[src/rtl/instruction_fetch_stage.sv]
// Instruction fetch stage: owns the PC, feeds the IF/ID register and selects
// the next PC from the sequential, branch, jump and jump-register paths.
module instruction_fetch_stage #(
  parameter logic [31:0] RESET_PC  = 32'h00000000,
  parameter logic [31:0] HALT_WORD = 32'hFFFFFFFF,
  parameter int          CNT_W     = 32
) (
  input  logic             clk,
  input  logic             rst,
  output logic [31:0]      addr,
  input  logic [31:0]      inst,
  input  logic             stall,
  input  logic             branch_taken,
  input  logic [15:0]      branch_imm,
  input  logic             jump_reg,
  input  logic [31:0]      jr_addr,
  input  logic             jump,
  input  logic [25:0]      jump_index,
  output logic [31:0]      ifid_inst,
  output logic [31:0]      ifid_pc4,
  output logic             ifid_valid,
  output logic             halted,
  output logic [CNT_W-1:0] fetch_count
);

  localparam logic [0:0] ST_RUN  = 1'b0;
  localparam logic [0:0] ST_HALT = 1'b1;

  logic [0:0]  state;
  logic [31:0] pc;
  logic [31:0] pc_plus4;
  logic [31:0] branch_target;
  logic [31:0] jump_target;
  logic [31:0] jr_target;
  logic [31:0] redirect_target;
  logic        redirect;

  assign addr     = pc;
  assign halted   = (state == ST_HALT);
  assign pc_plus4 = pc + 32'd4;

  // All targets are relative to the instruction currently in decode.
  assign branch_target = ifid_pc4 + {{14{branch_imm[15]}}, branch_imm, 2'b00};
  assign jump_target   = {ifid_pc4[31:28], jump_index, 2'b00};
  assign jr_target     = {jr_addr[31:2], 2'b00};
  assign redirect      = branch_taken | jump_reg | jump;

  always_comb begin
    // NOTE: default first so no path through this block leaves it unassigned (no latch).
    redirect_target = jump_target;
    if (branch_taken)  redirect_target = branch_target;
    else if (jump_reg) redirect_target = jr_target;
  end

  // NOTE: every register here is a small flop, so all of them take the async reset.
  always_ff @(posedge clk or posedge rst) begin
    if (rst) begin
      // NOTE: non-blocking assignments for all sequential state avoid ordering races.
      pc          <= RESET_PC;
      ifid_inst   <= '0;
      ifid_pc4    <= '0;
      ifid_valid  <= 1'b0;
      fetch_count <= '0;
      state       <= ST_RUN;
    end else if (stall) begin
      // Hold everything; a redirect seen under stall is re-asserted by ID later.
      pc          <= pc;
    end else if (redirect) begin
      pc         <= redirect_target;
      ifid_inst  <= '0;
      ifid_pc4   <= '0;
      ifid_valid <= 1'b0;
      state      <= ST_RUN;
    end else if (state == ST_HALT || inst == HALT_WORD) begin
      // The halt word itself never reaches decode; fetch parks on it.
      ifid_inst  <= '0;
      ifid_pc4   <= '0;
      ifid_valid <= 1'b0;
      state      <= ST_HALT;
    end else begin
      ifid_inst   <= inst;
      ifid_pc4    <= pc_plus4;
      ifid_valid  <= 1'b1;
      pc          <= pc_plus4;
      fetch_count <= fetch_count + 1'b1;
    end
  end

endmodule

[config.mk]
export PLATFORM = sky130hd
export DESIGN_NAME = instruction_fetch_stage
export DESIGN_NICKNAME = d
export VERILOG_FILES = /design/src/rtl/instruction_fetch_stage.sv
export SDC_FILE = /design/constraint.sdc
export NUM_CORES = 1
export LEC_CHECK = 0
export BUFFER_PORTS_ARGS = -buffer_cell sky130_fd_sc_hd__buf_2
export CORE_MARGIN = 2
export CORE_UTILIZATION = 47
export CTS_BUF_LIST = sky130_fd_sc_hd__clkbuf_4 sky130_fd_sc_hd__clkbuf_8 sky130_fd_sc_hd__clkbuf_16
export CTS_CLUSTER_SIZE = 25
export DETAILED_ROUTE_END_ITERATION = 7
export HOLD_SLACK_MARGIN = 0.06
export PLACE_DENSITY = 0.87
export SLEW_MARGIN = 15
export SYNTH_ARGS = -nofsm -noshare
export SYNTH_HDL_FRONTEND = slang
export SYNTH_SLANG_ARGS = --single-unit
[constraint.sdc]
create_clock -name clk -period 4.3 [get_ports clk]
set_input_delay 1.075 -clock clk [delete_from_list [all_inputs] [get_ports clk]]
set_output_delay 1.075 -clock clk [all_outputs]
set_load 0.03 [all_outputs]
==> flow_metrics.env <==
export IMPL_grt_ovfl_total=0
export IMPL_fp_dieW_um=134
export IMPL_utilization_pct=60.0
export IMPL_crit_type="primary input to flop"
export IMPL_wl_per_cell_um=19.2
export IMPL_finalMaxSlewViolations=0
export IMPL_critPathMostFrequentCell="o21ai_0"
export IMPL_intPower_mw=2.37
export IMPL_yosysTopAreaCell="dfrtp_1"
export IMPL_critPathLaunchType="primary input"
export IMPL_dp_cells=1309
export IMPL_hpwl_mm=18.2
export IMPL_ys_flop_type="dfrtp_1"
export IMPL_netlist_area_leader_share_pct=40.9
export IMPL_grt_total_usage_pct=28.7
export IMPL_wl_mm=25.7
export IMPL_cts_tree="built"
export IMPL_worst_slew_pin_slew_ns=0.806
export IMPL_fin_nets=1252
export IMPL_end_kind="flop"
export IMPL_clkLatencyLatePin_ns=0.44
export IMPL_crit_slowest_cell="a221oi_2"
export IMPL_ant_nets=0
export IMPL_place_area_um2=9370
export IMPL_coreArea_um2=16600
export IMPL_ir_drop_uv=303
export IMPL_synthTopCellsByArea="dfrtp_1 41%, xnor2_1 5.4%, ha_1 4.9%, o21ai_0 4.8%, nand2_1 4.8%"
export IMPL_post_cts_buffers=0
export IMPL_syn_to_final_growth_pct=25.1
export IMPL_crit_chain="buf_2, ha_1, a211oi_1, o21ai_0, a21oi_2, o21ai_1, a221oi_2, o21ai_0, xor2_1, a221o_1"
export IMPL_viasPerCell=6.11
export IMPL_first_iter_violations=749
export IMPL_netlist_area_um2=7960
export IMPL_dp_slack_ns=0.424
export IMPL_clkPwrFrac_pct=38.8
export IMPL_finalInstanceArea_um2=9950
export IMPL_rsz0062_at_grt="false"
export IMPL_initial_core_util_pct=48.0
export IMPL_io_buffers=239
export IMPL_avgSynthCellArea_um2=9.02
export IMPL_cts_sinks=130
export IMPL_synth_edf_count=0
export IMPL_boundaryPins=242
export IMPL_crit_path_max_fanout=5
export IMPL_yosysWarnings=0
export IMPL_die_area_um2=18000
export IMPL_p_leak_nw=4.89
export IMPL_critical_path_arrival_ns=3.92
export IMPL_cts_buffers=17
export IMPL_num_vias=8194
export IMPL_total_power_mw=3.70
export IMPL_rows=47
export IMPL_fin_crit_sh_pct=83.9
export IMPL_final_instance_count_excl_fill=1342
export IMPL_clk_pin_slew_worst_paths_ns=0.07
export IMPL_fmax_mhz=277
export IMPL_skew_ns=0.0131
export IMPL_status="finished clean"
export IMPL_root_buffer="clkbuf_16"
export IMPL_antenna_found_initial=1
export IMPL_async_flop_share_pct=100
export IMPL_firstDrtPassIters=5
export IMPL_seq_power_share_pct=39.0
export IMPL_cts_resized=0
export IMPL_drv_cap=0
export IMPL_fin_ws_ns=0.693
export IMPL_die_h_um=134
export IMPL_synth_seq_cells=130
export IMPL_drive_gt1_share_pct=26.9
export IMPL_critPathMaxStageDelay_ns=0.45
export IMPL_netSwitchingFraction_pct=35.9
export IMPL_drc=0
export IMPL_period_minus_slack_ns=3.61
export IMPL_switchingPower_mw=1.33
export IMPL_hp_class="flop to flop"
export IMPL_cts_max_level=4
export IMPL_grt_pass1_wl_mm=40.8
export IMPL_critical_path_required_ns=4.61
export IMPL_gp_congestion=0.956
export IMPL_setup_viol=0
export IMPL_fin_tns_setup_ns=0
export IMPL_grt_pass1_vias=7859
export IMPL_final_cell_mix="239 x buf_2, 130 x dfrtp_1, 101 x nand2_1"
export IMPL_hold_viol_final=0
export IMPL_cts_hold_buf=0
export IMPL_grt_max_degree=131
export IMPL_pwr_share_comb_pct=22.2
export IMPL_synth_cell_types=61
export IMPL_synth_nets=1026
export IMPL_pwr_density_cell_nw_per_um2=371
export IMPL_max_slew_margin_pct=46.2
export IMPL_ys_seq_area_share_pct=40.9
export IMPL_netlist_instances=882
export IMPL_clock_path_buffers=2
export IMPL_fin_hold_ws_ns=0.476
export IMPL_final_common_cell="buf_2"
## synthesized netlist by cell type (12+ instances only)
library cell,n
o22ai_1,26
ha_1,31
xnor2_1,49
nand2_1,101
dfrtp_1,130
nand3_1,30
o21ai_0,76
xor2_1,32
and3_1,15
nor3_1,15
nor2_1,62
a21oi_1,46
a22o_1,42
inv_1,13
a21o_1,12
nand4_1,31
a211oi_1,12
clkbuf_1,37
## final timing paths
| check | startpoint | endpoint | slack, ns | cells after the start |
|---|---|---|---|---|
| max in group asynchronous | rst | addr[22]$_DFFE_PP0P_ | 2.93 | 3 |
| hold / removal | fetch_count[31]$_DFFE_PP0P_ | fetch_count[31]$_DFFE_PP0P_ | 0.48 | 1 |
| hold reg to reg | fetch_count[31]$_DFFE_PP0P_ | fetch_count[31]$_DFFE_PP0P_ | 0.48 | 1 |
| min in group asynchronous | rst | fetch_count[6]$_DFFE_PP0P_ | 0.84 | 3 |
| setup reg to reg | ifid_pc4[3]$_DFFE_PP0N_ | addr[25]$_DFFE_PP0P_ | 1.03 | 9 |
| setup / recovery | branch_imm[1] | addr[25]$_DFFE_PP0P_ | 0.69 | 10 |
## power groups by stage
stage / combinational (mW) / clock [mW] / sequential, mW
after floorplan: 0.400 / 0 / 1.58
after global placement: 0.793 / 0 / 1.45
after detailed placement: 0.808 / 0 / 1.46
after CTS: 0.816 / 1.45 / 1.44
after global routing: 0.887 / 1.50 / 1.45
final: 0.821 / 1.43 / 1.44
## cell type report
type	count	area, um2
fillers	1406	6630
inverters	14	56.3
repair buffers	255	1330
diodes	1	2.50
clock inverters	15	156
flip-flops and latches	130	3250
multi-input cells	690	4460
well taps	220	275
clock buffers	17	425
## routing by layer
layer,routed length [um],share of wire (%),up-vias,track usage (%)
met5,0,0,-,0
met4,697,2.7,0,11.6
met3,2390,9.3,61,6.39
met2,12400,48,472,47.2
met1,10300,40,3933,36.8
li1,-,-,3728,-
## critical path: cells and delay by family
family / cells / cell delay (ns)
buffers and inverters: 1 / 0.12
AO/OA/AOI/OAI: 7 / 2.22
adder cells (fa/ha/maj): 1 / 0.31
XOR/XNOR: 1 / 0.18
## registers in the layout, indices dropped and copies added, names as in the netlist
name / cells
halted: 1
ifid_inst: 32
ifid_valid: 1
ifid_pc4: 32
addr: 32
fetch_count: 32
## kinds of logic after synthesis
| logic type | synth area share, % |
|---|---|
| AOI/OAI and AO/OA | 23.2 |
| xor gates and xnor gates | 8.92 |
| adders and majority gates | 5.13 |
| buffers and inverters | 3.10 |
| DFF | 40.9 |
| muxes | 1.01 |
| and+or+nand+nor | 17.7 |
Note: power is estimated with default switching activity, not from simulation.
